===== config.mk =====
export PLATFORM = sky130hd
export DESIGN_NAME = led_chaser_nch
export DESIGN_NICKNAME = d
export VERILOG_FILES = /design/src/rtl/led_chaser_pkg.sv /design/src/rtl/led_chaser_nch_step_timer.sv /design/src/rtl/led_chaser_nch.sv
export SDC_FILE = /design/constraint.sdc
export NUM_CORES = 1
export LEC_CHECK = 0
export BUFFER_PORTS_ARGS = -buffer_cell sky130_fd_sc_hd__buf_4
export CAP_MARGIN = 25
export CORE_AREA = 2 2 62 64
export DETAILED_ROUTE_END_ITERATION = 10
export DIE_AREA = 0 0 64 66
export PLACE_DENSITY = 0.72
export SYNTH_ARGS = -nofsm -noshare
export SYNTH_HDL_FRONTEND = slang
export SYNTH_SLANG_ARGS = --single-unit

===== constraint.sdc =====
create_clock -name clk -period 2.1 [get_ports clk]
set_clock_uncertainty 0.05 [all_clocks]
set_input_delay 0.21 -clock clk [delete_from_list [all_inputs] [get_ports clk]]
set_output_delay 0.21 -clock clk [all_outputs]
set_load 0.05 [all_outputs]

===== src/rtl/led_chaser_pkg.sv =====
// rtl/led_chaser_pkg.sv - shared mode codes and direction constants for the LED chaser
//   Provides: mode_t (MODE_IDLE/LEFT/RIGHT/PP), DIR_LEFT/DIR_RIGHT.
package led_chaser_pkg;

    typedef enum logic [1:0] {
        MODE_IDLE  = 2'd0,
        MODE_LEFT  = 2'd1,
        MODE_RIGHT = 2'd2,
        MODE_PP    = 2'd3
    } mode_t;

    // Ping-pong travel direction: left moves the lit lamp toward the MSB.
    localparam logic DIR_LEFT  = 1'b0;
    localparam logic DIR_RIGHT = 1'b1;

endpackage


===== src/rtl/led_chaser_nch_step_timer.sv =====
// rtl/led_chaser_nch_step_timer.sv - step period counter producing a terminal-count tick
//   Ports: clk, rst (sync, active-high), en (count enable), clr (clear, wins over en),
//          tick (combinational: high on the edge where the counter wraps to 0).
module led_step_timer #(
    parameter int unsigned STEP_CYC = 50_000_000,
    parameter int          CNT_W    = $clog2(STEP_CYC)
) (
    input  logic clk,
    input  logic rst,
    input  logic en,
    input  logic clr,
    output logic tick
);

    localparam logic [CNT_W-1:0] TERM = CNT_W'(STEP_CYC - 1);

    logic [CNT_W-1:0] r_cnt;

    // A clear on the terminal-count edge suppresses the tick, so a command
    // or stop accepted on that edge never produces a shift.
    assign tick = en & ~clr & (r_cnt == TERM);

    always_ff @(posedge clk) begin
        if (rst || clr || !en || tick) begin
            r_cnt <= '0;
        end else begin
            r_cnt <= r_cnt + CNT_W'(1);
        end
    end

endmodule


===== src/rtl/led_chaser_nch.sv =====
// rtl/led_chaser_nch.sv - one-hot LED chaser with left/right/ping-pong modes and stop
//   Ports: clk, rst (sync, active-high), flag_left/flag_right/flag_pp/flag_stop (rising-edge
//          commands, priority stop > left > right > pp), pio_led[LED_W] (one-hot lamps),
//          mode[2] (mode_t code), step (pulse coincident with each pattern shift).
//   Macro LED_CHASER_PINGPONG_EN: builds ping-pong mode and its direction register;
//          when undefined flag_pp is ignored.
module led_chaser_nch
    import led_chaser_pkg::*;
#(
    parameter int          LED_W    = 4,
    parameter int unsigned STEP_CYC = 50_000_000,
    parameter int          CNT_W    = $clog2(STEP_CYC)
) (
    input  logic             clk,
    input  logic             rst,
    input  logic             flag_left,
    input  logic             flag_right,
    input  logic             flag_pp,
    input  logic             flag_stop,
    output logic [LED_W-1:0] pio_led,
    output logic [1:0]       mode,
    output logic             step
);

    logic r_left_d;
    logic r_right_d;
    logic r_stop_d;
    logic w_left_rise;
    logic w_right_rise;
    logic w_stop_rise;
    logic w_pp_rise;

    mode_t            r_mode;
    mode_t            w_mode_nxt;
    logic             w_cmd;
    logic             w_tick;
    logic [LED_W-1:0] r_led;
    logic             r_step;
    logic [LED_W-1:0] w_led_l;
    logic [LED_W-1:0] w_led_r;

    assign w_left_rise  = flag_left  & ~r_left_d;
    assign w_right_rise = flag_right & ~r_right_d;
    assign w_stop_rise  = flag_stop  & ~r_stop_d;

`ifdef LED_CHASER_PINGPONG_EN
    logic r_pp_d;
    logic r_dir;
    assign w_pp_rise = flag_pp & ~r_pp_d;

    always_ff @(posedge clk) begin
        if (rst) begin
            r_pp_d <= 1'b0;
        end else begin
            r_pp_d <= flag_pp;
        end
    end
`else
    logic w_unused_pp;
    assign w_unused_pp = flag_pp;
    assign w_pp_rise   = 1'b0;
`endif

    always_ff @(posedge clk) begin
        if (rst) begin
            r_left_d  <= 1'b0;
            r_right_d <= 1'b0;
            r_stop_d  <= 1'b0;
        end else begin
            r_left_d  <= flag_left;
            r_right_d <= flag_right;
            r_stop_d  <= flag_stop;
        end
    end

    // Command arbitration: only the highest-priority rising flag is accepted.
    always_comb begin
        w_mode_nxt = r_mode;
        w_cmd      = 1'b0;
        if (w_stop_rise) begin
            w_mode_nxt = MODE_IDLE;
            w_cmd      = 1'b1;
        end else if (w_left_rise) begin
            w_mode_nxt = MODE_LEFT;
            w_cmd      = 1'b1;
        end else if (w_right_rise) begin
            w_mode_nxt = MODE_RIGHT;
            w_cmd      = 1'b1;
        end else if (w_pp_rise) begin
            w_mode_nxt = MODE_PP;
            w_cmd      = 1'b1;
        end
    end

    always_ff @(posedge clk) begin
        if (rst) begin
            r_mode <= MODE_IDLE;
        end else begin
            r_mode <= w_mode_nxt;
        end
    end

    led_step_timer #(
        .STEP_CYC (STEP_CYC),
        .CNT_W    (CNT_W)
    ) u_timer (
        .clk  (clk),
        .rst  (rst),
        .en   (r_mode != MODE_IDLE),
        .clr  (w_cmd),
        .tick (w_tick)
    );

    assign w_led_l = {r_led[LED_W-2:0], r_led[LED_W-1]};
    assign w_led_r = {r_led[0], r_led[LED_W-1:1]};

    // The pattern only ever rotates, so the single lit bit is preserved.
    always_ff @(posedge clk) begin
        if (rst) begin
            r_led  <= LED_W'(1);
            r_step <= 1'b0;
        end else begin
            r_step <= w_tick;
            if (w_tick) begin
                case (r_mode)
                    MODE_LEFT:  r_led <= w_led_l;
                    MODE_RIGHT: r_led <= w_led_r;
`ifdef LED_CHASER_PINGPONG_EN
                    MODE_PP:    r_led <= (r_dir == DIR_LEFT) ? w_led_l : w_led_r;
`endif
                    default:    r_led <= r_led;
                endcase
            end
        end
    end

`ifdef LED_CHASER_PINGPONG_EN
    // Direction flips on the step that lands on an end lamp, so the end lamp
    // stays lit for one period and the rotation never wraps in PP.
    always_ff @(posedge clk) begin
        if (rst) begin
            r_dir <= DIR_LEFT;
        end else if (w_cmd && (w_mode_nxt == MODE_PP)) begin
            r_dir <= r_led[LED_W-1] ? DIR_RIGHT : DIR_LEFT;
        end else if (w_tick && (r_mode == MODE_PP)) begin
            if ((r_dir == DIR_LEFT) && w_led_l[LED_W-1]) begin
                r_dir <= DIR_RIGHT;
            end else if ((r_dir == DIR_RIGHT) && w_led_r[0]) begin
                r_dir <= DIR_LEFT;
            end
        end
    end
`endif

    assign pio_led = r_led;
    assign mode    = r_mode;
    assign step    = r_step;

endmodule

==> results.cfg <==
[status]
status = completed

[clocking]
clkTransAtPathRegs_ns = 0.10
cts-root-buf = clkbuf_4
clkLatencyLatePin_ns = 0.34
cts_buffer_depth = 2
numCtsBuffers = 5
cts_hold_buf = 0
post_cts_buffers = 0
cts.sinks = 36
cts.htree.levels = 2
ctsResizeCount = 0
cts_tree = yes

[timing]
period_share = 0.9301
fmaxAchievable_mhz = 512.0
period_minus_slack_ns = 1.953
fin_setup_tns_ns = 0
worst_slew_pin_slew_ns = 0.3823
rsz0062_at_grt = no
slew_viol_final = 0
finalHoldViolations = 0
slew_headroom = 0.7428
setup_violations = 0

[route]
postRouteAntennaNets = 0
vias_per_cell = 6.056
wirelength_um = 3987
first_pass_iters = 5
wl_per_cell_um = 14.93
drc_errors = 0
drt-initial-drc-count = 102
vias = 1617

[worst_setup_path]
slowest_delay_ns = 0.59
crit_chain = nand3_1 -> or4_4 -> or3_1 -> a211oi_1
worst_ep_arrival_time_ns = 2.16
critical_path_peak_fanout = 7
crit_buf_inv = 0
cp_top_family = simple AND/OR/NAND/NOR gates
slowest_stage = or4_4
endpoint_kind = flop
critPathKind = flop to flop
cp.required_ns = 2.31
worst_setup_path_start_kind = flop

[global_routing]
use_met1 = 0.2543
grt_first_pass_wirelength_um = 6886
grt_overflow = 0
met3_usage = 0.04600
track_usage = 0.2117
grt_start_max_net_pins = 28
busiest_layer = met2
grt_pass1_vias = 1511
grt_use_met2 = 0.3451
antenna_found_initial = 0

[power]
peakVddDrop_v = 0.0003559
total_power_w = 0.001071
p_leak_nw = 0.6357
powerDensity_nw_per_um2 = 513.6

[final_layout]
finalNetCount = 228
layout_common_cells = 36 x dfxtp_1, 21 x buf_4, 19 x nor3_1, 11 x xnor2_1, 10 x nor2b_1
finalNonFillerCells = 267
syn_to_final_growth_pct = 10.19
layout-drive-gt1-share = 0.2055
final_common_cell = dfxtp_1
antenna_cells = 0

[synthesis]
syn-num-nets = 212
ys.flop_type = dfxtp_1
synth_edf_count = 0
yosysSeqAreaShare = 0.3810
synth.avg_cell_area_um2 = 9.319
yosysWarnings = 0
ys_ff_latch = 36
syn_inst = 203
yosysUniqueCellTypes = 43
syn_area_um2 = 1892
async_flop_share = 0

[placed_design]
io_buffers = 11
placedCellCount = 260
dp_hpwl_um = 2897
place.gp.congestion = 0.8709

[run]
drv_cap = 0

[floorplan]
core_area_um2 = 3551
die_area_um2 = 4224
start_util = 0.5328
std_cell_rows = 22
die_h_um = 66
die_x_um = 64
io_pins = 13

[worst_hold_path]
hp-class = primary input to flop
-- layout make-up --
| class | instances | area, µm² |
|---|---|---|
| fillers | 313 | 1466 |
| multi-input cells | 151 | 1085 |
| flip-flops and latches | 36 | 720.7 |
| repair buffers | 21 | 157.7 |
| well taps | 48 | 60.06 |
| clock buffers | 6 | 41.29 |
| inverters | 4 | 15.01 |
| clock inverters | 1 | 5.005 |
-- stage by stage --
step	worst slack, ns	instance area [µm²]	hold WS, ns	utilization
floorplan	0.1645	1892	0.2882	-
global placement	0.2332	2032	0.3824	0.5722
detailed placement	0.1503	2032	0.3898	0.5722
CTS	0.1469	2078	0.02689	0.5853
global route	0.03044	2085	0.03186	0.5870
finish	0.1468	2085	0.04549	0.5870
-- cell usage after synthesis, types with 2 or more instances --
| library cell | number | share of area |
|---|---|---|
| nand4_1 | 9 | 0.030 |
| buf_6 | 4 | 0.024 |
| ha_1 | 3 | 0.020 |
| a21oi_1 | 2 | 0.0053 |
| or4_4 | 3 | 0.018 |
| inv_1 | 4 | 0.0079 |
| xor2_1 | 3 | 0.014 |
| clkbuf_1 | 5 | 0.0099 |
| or3_1 | 6 | 0.020 |
| dfxtp_1 | 36 | 0.38 |
| or4_1 | 2 | 0.0079 |
| nand3_1 | 9 | 0.024 |
| mux2i_1 | 4 | 0.021 |
| a211oi_2 | 3 | 0.020 |
| nor3_1 | 19 | 0.050 |
| o31ai_1 | 3 | 0.012 |
| and4_1 | 2 | 0.0093 |
| nor4_1 | 8 | 0.026 |
| o21ai_0 | 5 | 0.013 |
| nor4b_1 | 2 | 0.0093 |
| a211oi_1 | 8 | 0.032 |
| xnor2_1 | 11 | 0.051 |
| nand3_4 | 3 | 0.028 |
| and3_1 | 2 | 0.0066 |
| nand2b_1 | 4 | 0.013 |
| nor2b_1 | 10 | 0.033 |
| nor4bb_1 | 2 | 0.011 |
| nand2_1 | 6 | 0.012 |
| mux2_2 | 3 | 0.018 |
| nor2_1 | 9 | 0.018 |
-- report_power, final --
part	internal (W)	leakage [nW]	switching, W
clock	0.000123	0.0281	0.000212
sequential	0.000688	0.291	0.00000303
combinational	0.0000188	0.317	0.0000259
-- path summary, 6_finish.rpt --
path                                       start           endpoint  slack (ns)  depth (start not counted)
worst max-delay path            u_timer.r_cnt[9]  u_timer.r_cnt[25]        0.15                          4
worst max register to register  u_timer.r_cnt[9]  u_timer.r_cnt[25]        0.15                          4
worst min register to register           mode[1]            mode[1]        0.48                          2
worst min-delay path                   flag_stop           r_stop_d        0.05                          2
-- registers in the layout, indices dropped and copies added (netlist names) --
signal	cells
mode	2
u_timer.r_cnt	26
pio_led	4
r_stop_d	1
r_right_d	1
step	1
r_left_d	1
-- routing by layer --
metal / wire [µm] / share of wire
met5: 0 / 0
met4: 70 / 0.018
met3: 180 / 0.045
met2: 1997 / 0.50
met1: 1739 / 0.44
-- cell families (layout without fill, tap and decap cells) --
logic type               count (synthesis)  count (layout)  synth area share
flip-flops                              36              36            0.3810
multiplexers                             7               7           0.03902
XOR/XNOR                                14              14           0.06482
AO/OA/AOI/OAI                           22              22           0.08664
AND/OR/NAND/NOR                        105             105            0.3598
adder cells (fa/ha/maj)                  3               3           0.01984
buffers and inverters                   16              32           0.04893
No activity file was read; power rests on OpenSTA's default activity.
